**config.mk**
```make
export PLATFORM = sky130hd
export DESIGN_NAME = uart_tx_arbiter
export DESIGN_NICKNAME = d
export VERILOG_FILES = /design/src/rtl/uart_pkg.sv /design/src/rtl/rr_arbiter.sv /design/src/rtl/uart_tx_arbiter.sv
export SDC_FILE = /design/constraint.sdc
export NUM_CORES = 1
export LEC_CHECK = 0
export CORE_MARGIN = 2
export CORE_UTILIZATION = 30
export CTS_CLUSTER_SIZE = 30
export DETAILED_ROUTE_END_ITERATION = 10
export PLACE_DENSITY_LB_ADDON = 0.05
export SLEW_MARGIN = 20
export SYNTH_ARGS = -nofsm -noshare
export SYNTH_HDL_FRONTEND = slang
export SYNTH_SLANG_ARGS = --single-unit
```
**constraint.sdc**
```tcl
create_clock -name i_clk -period 5.8 [get_ports i_clk]
set_input_delay 0.87 -clock i_clk [delete_from_list [all_inputs] [get_ports i_clk]]
set_output_delay 0.87 -clock i_clk [all_outputs]
set_load 0.01 [all_outputs]
```
**src/rtl/uart_pkg.sv**
```systemverilog
// Shared UART definitions.
// Contents:
//   arb_state_e       - TX arbiter sequencing states
//   DEFAULT_DATA_BITS - default byte width shared by arbiter and transmitter
//   parity_e          - parity selection shared with the transmitter
package uart_pkg;

    typedef enum logic [1:0] {
        StArb    = 2'd0,
        StIssue  = 2'd1,
        StWaitLo = 2'd2,
        StWaitHi = 2'd3
    } arb_state_e;

    localparam int unsigned DEFAULT_DATA_BITS = 8;

    typedef enum logic [1:0] {
        ParityNone = 2'd0,
        ParityEven = 2'd1,
        ParityOdd  = 2'd2
    } parity_e;

endpackage

```
**src/rtl/rr_arbiter.sv**
```systemverilog
// Combinational round-robin selector.
// Searches the request vector starting one above the pointer, wrapping around,
// and returns the first set request.
// Ports:
//   req   - request vector
//   ptr   - index of the most recently served requester
//   grant - one-hot grant (all zero when no request)
//   idx   - binary index of the granted requester
//   any   - at least one request present
module rr_arbiter #(
    parameter int unsigned P_NUM_REQ = 4,
    localparam int unsigned P_ID_W = $clog2(P_NUM_REQ)
) (
    input  logic [P_NUM_REQ-1:0] req,
    input  logic [P_ID_W-1:0]    ptr,
    output logic [P_NUM_REQ-1:0] grant,
    output logic [P_ID_W-1:0]    idx,
    output logic                 any
);

    logic [P_ID_W-1:0] cand;

    always_comb begin
        grant = '0;
        idx   = '0;
        any   = 1'b0;
        cand  = '0;
        // Offsets 1..P_NUM_REQ: the pointed-to requester is considered last.
        for (int i = 1; i <= int'(P_NUM_REQ); i++) begin
            cand = P_ID_W'((int'(ptr) + i) % int'(P_NUM_REQ));
            if (!any && req[cand]) begin
                any         = 1'b1;
                idx         = cand;
                grant[cand] = 1'b1;
            end
        end
    end

endmodule

```
**src/rtl/uart_tx_arbiter.sv**
```systemverilog
// Shares one UART transmitter between P_NUM_REQ byte sources.
// Round-robin selection, one byte in flight; the transmitter handshake is
// tracked through its ready flag (drop = byte captured, rise = idle again).
// Optional feature macro: UART_TX_ARB_LOCK_EN keeps packets (runs of bytes
// ending with i_req_last=1) contiguous by locking the grant to one requester.
// Ports:
//   i_clk, i_rst_n   - clock, asynchronous active-low reset
//   i_req_valid      - per-requester byte valid
//   i_req_data       - packed bytes, requester k at [k*P_DATA_BITS +: P_DATA_BITS]
//   i_req_last       - last byte of a packet (lock feature only)
//   o_req_ready      - one-hot accept strobe
//   o_tx_data        - byte to transmitter, registered at accept
//   o_tx_data_valid  - single-cycle issue pulse to transmitter
//   i_tx_ready       - transmitter idle flag
//   o_grant_id       - requester owning the current byte
//   o_busy           - high whenever not arbitrating
module uart_tx_arbiter
    import uart_pkg::*;
#(
    parameter int unsigned P_NUM_REQ   = 4,
    parameter int unsigned P_DATA_BITS = DEFAULT_DATA_BITS,
    localparam int unsigned P_ID_W     = $clog2(P_NUM_REQ)
) (
    input  logic                           i_clk,
    input  logic                           i_rst_n,
    input  logic [P_NUM_REQ-1:0]           i_req_valid,
    input  logic [P_NUM_REQ*P_DATA_BITS-1:0] i_req_data,
    input  logic [P_NUM_REQ-1:0]           i_req_last,
    output logic [P_NUM_REQ-1:0]           o_req_ready,
    output logic [P_DATA_BITS-1:0]         o_tx_data,
    output logic                           o_tx_data_valid,
    input  logic                           i_tx_ready,
    output logic [P_ID_W-1:0]              o_grant_id,
    output logic                           o_busy
);

    arb_state_e              state_q;
    logic [P_ID_W-1:0]       ptr_q;
    logic [P_DATA_BITS-1:0]  tx_data_q;
    logic [P_ID_W-1:0]       grant_id_q;

    logic [P_NUM_REQ-1:0]    eligible;
    logic [P_NUM_REQ-1:0]    win_grant;
    logic [P_ID_W-1:0]       win_idx;
    logic                    win_any;
    logic [P_DATA_BITS-1:0]  req_bytes [P_NUM_REQ];

    for (genvar k = 0; k < int'(P_NUM_REQ); k++) begin : g_unpack
        assign req_bytes[k] = i_req_data[k*P_DATA_BITS +: P_DATA_BITS];
    end

`ifdef UART_TX_ARB_LOCK_EN
    logic              lock_q;
    logic [P_ID_W-1:0] lock_id_q;

    // While locked only the owning requester may win.
    assign eligible = lock_q ? (i_req_valid & (P_NUM_REQ'(1) << lock_id_q)) : i_req_valid;
`else
    logic unused_last;

    assign unused_last = ^i_req_last;
    assign eligible    = i_req_valid;
`endif

    rr_arbiter #(
        .P_NUM_REQ (P_NUM_REQ)
    ) u_rr_arbiter (
        .req   (eligible),
        .ptr   (ptr_q),
        .grant (win_grant),
        .idx   (win_idx),
        .any   (win_any)
    );

    // Accept strobe is combinational so the requester sees it in the same
    // cycle the byte is captured; gated by reset so it reads zero in reset.
    assign o_req_ready     = (i_rst_n && state_q == StArb && win_any) ? win_grant : '0;
    // Pulse only while the transmitter is idle; the next cycle we are in
    // StWaitLo, so this can never repeat for the same byte.
    assign o_tx_data_valid = (state_q == StIssue) && i_tx_ready;
    assign o_busy          = (state_q != StArb);
    assign o_tx_data       = tx_data_q;
    assign o_grant_id      = grant_id_q;

    always_ff @(posedge i_clk or negedge i_rst_n) begin
        if (!i_rst_n) begin
            state_q    <= StArb;
            ptr_q      <= P_ID_W'(P_NUM_REQ - 1);
            tx_data_q  <= '0;
            grant_id_q <= '0;
`ifdef UART_TX_ARB_LOCK_EN
            lock_q     <= 1'b0;
            lock_id_q  <= '0;
`endif
        end else begin
            unique case (state_q)
                StArb: begin
                    if (win_any) begin
                        tx_data_q  <= req_bytes[win_idx];
                        grant_id_q <= win_idx;
                        state_q    <= StIssue;
`ifdef UART_TX_ARB_LOCK_EN
                        // Pointer moves only when the packet ends, so the
                        // round-robin order resumes from the packet owner.
                        if (i_req_last[win_idx]) begin
                            lock_q <= 1'b0;
                            ptr_q  <= win_idx;
                        end else begin
                            lock_q    <= 1'b1;
                            lock_id_q <= win_idx;
                        end
`else
                        ptr_q <= win_idx;
`endif
                    end
                end
                StIssue: begin
                    if (i_tx_ready) begin
                        state_q <= StWaitLo;
                    end
                end
                StWaitLo: begin
                    // Ready dropping confirms the transmitter took the byte.
                    if (!i_tx_ready) begin
                        state_q <= StWaitHi;
                    end
                end
                StWaitHi: begin
                    if (i_tx_ready) begin
                        state_q <= StArb;
                    end
                end
                default: state_q <= StArb;
            endcase
        end
    end

endmodule

```
==> flow_summary.html <==
<table>
<tr><th>Metric</th><th>Value</th></tr>
<tr><th colspan="2">Clock network</th></tr>
<tr><td>Clock root buffer</td><td>sky130_fd_sc_hd__clkbuf_8</td></tr>
<tr><td>Hold buffers post-CTS</td><td>0</td></tr>
<tr><td>TritonCTS buffer count</td><td>3</td></tr>
<tr><td>Sink count of the clock tree</td><td>14</td></tr>
<tr><td>Quantity of gates resized following cts</td><td>0</td></tr>
<tr><td>CTS tree</td><td>built</td></tr>
<tr><td>Post-CTS repair timing setup buffer count</td><td>0</td></tr>
<tr><td>Clock network latency to the later pin of the worst-skew pair</td><td>240 ps</td></tr>
<tr><td>Number of buffers on the longest clock path</td><td>2</td></tr>
<tr><td>Maximum level of the CTS H-tree</td><td>1</td></tr>
<tr><td>Clock-pin slew reported for the worst setup and hold paths after clock tree synthesis</td><td>60 ps</td></tr>
<tr><th colspan="2">Placement</th></tr>
<tr><td># port buffers</td><td>54</td></tr>
<tr><td>Routability Congestion</td><td>0.845</td></tr>
<tr><td>Number of instances in the placed design</td><td>287</td></tr>
<tr><td>Post-DP HPWL</td><td>3.24 mm</td></tr>
<tr><th colspan="2">Layout</th></tr>
<tr><td>Fill cell count</td><td>492</td></tr>
<tr><td>Nets</td><td>281</td></tr>
<tr><td>Layout cells sized above 1</td><td>9.82%</td></tr>
<tr><td>Post-synthesis to final-layout area growth</td><td>40.6%</td></tr>
<tr><td>ANT cells</td><td>0</td></tr>
<tr><td>Final Non-Filler Cells</td><td>291</td></tr>
<tr><th colspan="2">Floorplanning</th></tr>
<tr><td>Number of top-level design ports</td><td>59</td></tr>
<tr><td>Horiz. Die Dim</td><td>74.9 um</td></tr>
<tr><td>Die boundary height</td><td>74.9 um</td></tr>
<tr><td>Initial Util</td><td>31.5%</td></tr>
<tr><td>Core area</td><td>4790 um^2</td></tr>
<tr><td>Rows</td><td>25</td></tr>
<tr><td>Overall die area</td><td>5600 um^2</td></tr>
<tr><th colspan="2">Synthesis</th></tr>
<tr><td>Post-synthesis area per instance</td><td>8.46 um^2</td></tr>
<tr><td>Post-synthesis net count</td><td>234</td></tr>
<tr><td>Share of the synthesized area in the top cell type</td><td>19.9%</td></tr>
<tr><td>Part of the Yosys area used for sequential elements</td><td>23.4%</td></tr>
<tr><td>Post-Syn Area</td><td>1510 um^2</td></tr>
<tr><td>Synth top area cells</td><td>sky130_fd_sc_hd__dfrtp_1, sky130_fd_sc_hd__ha_1, sky130_fd_sc_hd__nor2_1, sky130_fd_sc_hd__a221oi_1, sky130_fd_sc_hd__mux4_2</td></tr>
<tr><td>Yosys cell types</td><td>40</td></tr>
<tr><td>EDFF count, synth</td><td>0</td></tr>
<tr><td>Instance count of the mapped netlist</td><td>178</td></tr>
<tr><td>Cell with the most instances after synthesis</td><td>sky130_fd_sc_hd__nor2_1</td></tr>
<tr><td>Cell type with the highest aggregate area in the netlist</td><td>sky130_fd_sc_hd__dfrtp_1</td></tr>
<tr><td>Cell types with the highest counts after synthesis</td><td>sky130_fd_sc_hd__nor2_1, sky130_fd_sc_hd__ha_1, sky130_fd_sc_hd__dfrtp_1, sky130_fd_sc_hd__nand2_1</td></tr>
<tr><td>Async set-or-reset flop fraction in the synthesized netlist</td><td>100%</td></tr>
<tr><td>Number of warnings printed during yosys synthesis</td><td>0</td></tr>
<tr><td>FF+latch count, synth</td><td>14</td></tr>
<tr><td>Top FF cell, synth</td><td>sky130_fd_sc_hd__dfrtp_1</td></tr>
<tr><th colspan="2">Critical path</th></tr>
<tr><td>Worst setup path endpoint</td><td>o_req_ready[3]</td></tr>
<tr><td>Worst reg2reg path endpoint</td><td>o_tx_data[6]</td></tr>
<tr><td>Setup crit end kind</td><td>primary output</td></tr>
<tr><td>Cell-by-cell trace of the critical path</td><td>inv_1 -&gt; ha_1 -&gt; mux4_2 -&gt; nor2b_2 -&gt; a22oi_1 -&gt; nor2_1 -&gt; a221oi_1 -&gt; nor2_1 -&gt; clkdlybuf4s50_1</td></tr>
<tr><td>Highest fanout seen on the critical path</td><td>23</td></tr>
<tr><td>Critical path arrival</td><td>3670 ps</td></tr>
<tr><td>Startpoint of the worst register-to-register path</td><td>ptr_q[0]</td></tr>
<tr><td>Cell count along the critical path</td><td>9</td></tr>
<tr><td>Critical path launch point</td><td>ptr_q[0]</td></tr>
<tr><td>Master of the slowest instance on the critical path</td><td>sky130_fd_sc_hd__dfstp_2</td></tr>
<tr><td>Class of the most critical setup path</td><td>reg -&gt; out</td></tr>
<tr><td>Critical path required time</td><td>4930 ps</td></tr>
<tr><td>Buf+Inv Stages, Crit Path</td><td>2</td></tr>
<tr><td>Critical path's largest stage delay</td><td>810 ps</td></tr>
<tr><td>Worst path top cell family by delay</td><td>flip-flops</td></tr>
<tr><td>Critical path launch point type</td><td>flip-flop</td></tr>
<tr><td>Most numerous cell on the critical path</td><td>sky130_fd_sc_hd__nor2_1</td></tr>
<tr><td>R2R setup slack</td><td>1810 ps</td></tr>
<tr><td>Number of cell instances on the worst register-to-register path</td><td>8</td></tr>
<tr><th colspan="2">Timing</th></tr>
<tr><td>Highest achievable clock rate</td><td>220 MHz</td></tr>
<tr><td>Unrepaired setup endpoints after global routing</td><td>false</td></tr>
<tr><td>Final-layout worst hold slack</td><td>487 ps</td></tr>
<tr><td>Number of hold-slack violations in the final timing report</td><td>0</td></tr>
<tr><td>Final-report max-slew violation count</td><td>0</td></tr>
<tr><td>Total of endpoints with negative setup slack in the final report</td><td>0</td></tr>
<tr><td>Clk_skew</td><td>1.88 ps</td></tr>
<tr><td>Transition time of the tightest slew-check pin</td><td>994 ps</td></tr>
<tr><td>Minimum period implied by the final worst setup slack</td><td>4540 ps</td></tr>
<tr><td>TNS Setup</td><td>0 ps</td></tr>
<tr><td>Slew margin rel.</td><td>33.7%</td></tr>
<tr><td>Tcrit/Tclk final</td><td>78.3%</td></tr>
<tr><th colspan="2">Routing</th></tr>
<tr><td>Post-route DRC</td><td>0</td></tr>
<tr><td>Routed wirelength normalized by instance count</td><td>15.3 um</td></tr>
<tr><td>Routed vias</td><td>1555</td></tr>
<tr><td>Mean number of vias per cell</td><td>5.34</td></tr>
<tr><td>Count of nets left with antenna violations after detail routing</td><td>0</td></tr>
<tr><td>Drt total wl</td><td>4.47 mm</td></tr>
<tr><td>Number of search-and-repair iterations in the first detailed-routing pass</td><td>4</td></tr>
<tr><td>Count of routing violations after the opening detailed-route iteration</td><td>69</td></tr>
<tr><th colspan="2">Power</th></tr>
<tr><td>Total power draw</td><td>1.16 mW</td></tr>
<tr><td>Maximum VDD drop</td><td>0.175 mV</td></tr>
<tr><td>Power per unit of standard cell area</td><td>549 nW/um^2</td></tr>
<tr><td>Leakage dissipation</td><td>0.852 nW</td></tr>
<tr><th colspan="2">Run status</th></tr>
<tr><td>Result of the run</td><td>complete, no violations</td></tr>
<tr><th colspan="2">Global routing</th></tr>
<tr><td>GR Util All Layers</td><td>16.7%</td></tr>
<tr><td>Wire length of the first global-routing pass</td><td>7.33 mm</td></tr>
<tr><td>Largest net degree at the start of global routing</td><td>24</td></tr>
<tr><td>Initial antenna violation count</td><td>0</td></tr>
<tr><td>GR Overflow Total</td><td>0</td></tr>
<tr><td>Vias in the first global route</td><td>1514</td></tr>
<tr><th colspan="2">Hold path</th></tr>
<tr><td>Hold_sp</td><td>o_grant_id[0]</td></tr>
<tr><td>Type of the most critical hold path</td><td>reg -&gt; reg</td></tr>
<tr><th colspan="2">Job</th></tr>
<tr><td>Max-Cap Viols</td><td>0</td></tr>
</table>
-- power by group --
part           switching, mW  total [mW]  internal [mW]
logic                  0.464       0.843          0.379
clock network         0.0376      0.0977         0.0601
registers             0.0628       0.221          0.158
-- sequential cells by signal, summed over array words and instances (netlist names) --
name and count:
o_tx_data 8, ptr_q 2, o_grant_id 2, state_q 2
-- through the flow --
stage / instance area, um^2 / setup WS, ps / util, %
after floorplan: 1510 / 2390 / -
after global placement: 2060 / 1600 / 43.1
after detailed placement: 2060 / 1510 / 43.1
after CTS: 2120 / 1240 / 44.3
after global routing: 2120 / 993 / 44.3
final: 2120 / 1260 / 44.3
-- placed cells by master, fill, tap and decap left out, types with 3 or more instances in the layout --
| master | instances |
|---|---|
| sky130_fd_sc_hd__clkdlybuf4s50_1 | 54 |
| sky130_fd_sc_hd__nor2_1 | 28 |
| sky130_fd_sc_hd__ha_1 | 13 |
| sky130_fd_sc_hd__nand2_1 | 12 |
| sky130_fd_sc_hd__dfrtp_1 | 12 |
| sky130_fd_sc_hd__inv_1 | 8 |
| sky130_fd_sc_hd__o21ai_0 | 8 |
| sky130_fd_sc_hd__a221oi_1 | 8 |
| sky130_fd_sc_hd__o2111ai_1 | 7 |
| sky130_fd_sc_hd__o21bai_1 | 6 |
| sky130_fd_sc_hd__o311ai_1 | 6 |
| sky130_fd_sc_hd__a21oi_1 | 5 |
| sky130_fd_sc_hd__and3_1 | 5 |
| sky130_fd_sc_hd__nor3_1 | 4 |
| sky130_fd_sc_hd__a22oi_1 | 4 |
| sky130_fd_sc_hd__clkbuf_8 | 4 |
| sky130_fd_sc_hd__mux4_2 | 3 |
| sky130_fd_sc_hd__nand2b_1 | 3 |
| sky130_fd_sc_hd__o22ai_1 | 3 |
| sky130_fd_sc_hd__mux2i_1 | 3 |
| sky130_fd_sc_hd__mux2_2 | 3 |
-- how the worst min path moves through the flow --
stage               endpoint  slack [ps]  cells after the start
4_1_cts        o_grant_id[0]         500                      2
5_1_grt        o_grant_id[0]         530                      2
3_5_place_dp   o_grant_id[0]         470                      2
3_3_place_gp   o_grant_id[0]         470                      2
2_1_floorplan  o_grant_id[0]         520                      2
6_report       o_grant_id[0]         490                      2
-- per-layer routing --
layer	vias up	GRT usage [%]	part of all wire [%]
met5	-	0	0
met4	0	2.98	0.43
met3	2	2.41	5.5
met2	49	27.7	47
met1	743	23.3	47
li1	761	-	-
-- logic make-up after synthesis --
| logic type | Yosys count | synth area share [%] |
|---|---|---|
| DFF | 14 | 23.4 |
| buffers and inverters | 21 | 6.98 |
| and+or+nand+nor | 62 | 19.4 |
| muxes | 9 | 8.72 |
| adders and majority gates | 13 | 10.8 |
| AOI/OAI and AO/OA | 59 | 30.7 |
-- tightest hold or removal path: cells and delay by family, from the launching register on --
kind / cells / cell delay (ps)
flops: 1 / 350
simple gates: 2 / 110
-- layout make-up --
type	instances	area [um^2]	share of cell area (%)
tap	67	83.8	3.96
inverter	8	30.0	1.42
sequential	14	353	16.7
timing repair buffer	55	548	25.9
multi-input combinational	143	1050	49.5
clock buffer	4	55.1	2.60
Note: power is estimated with default switching activity, not from simulation.
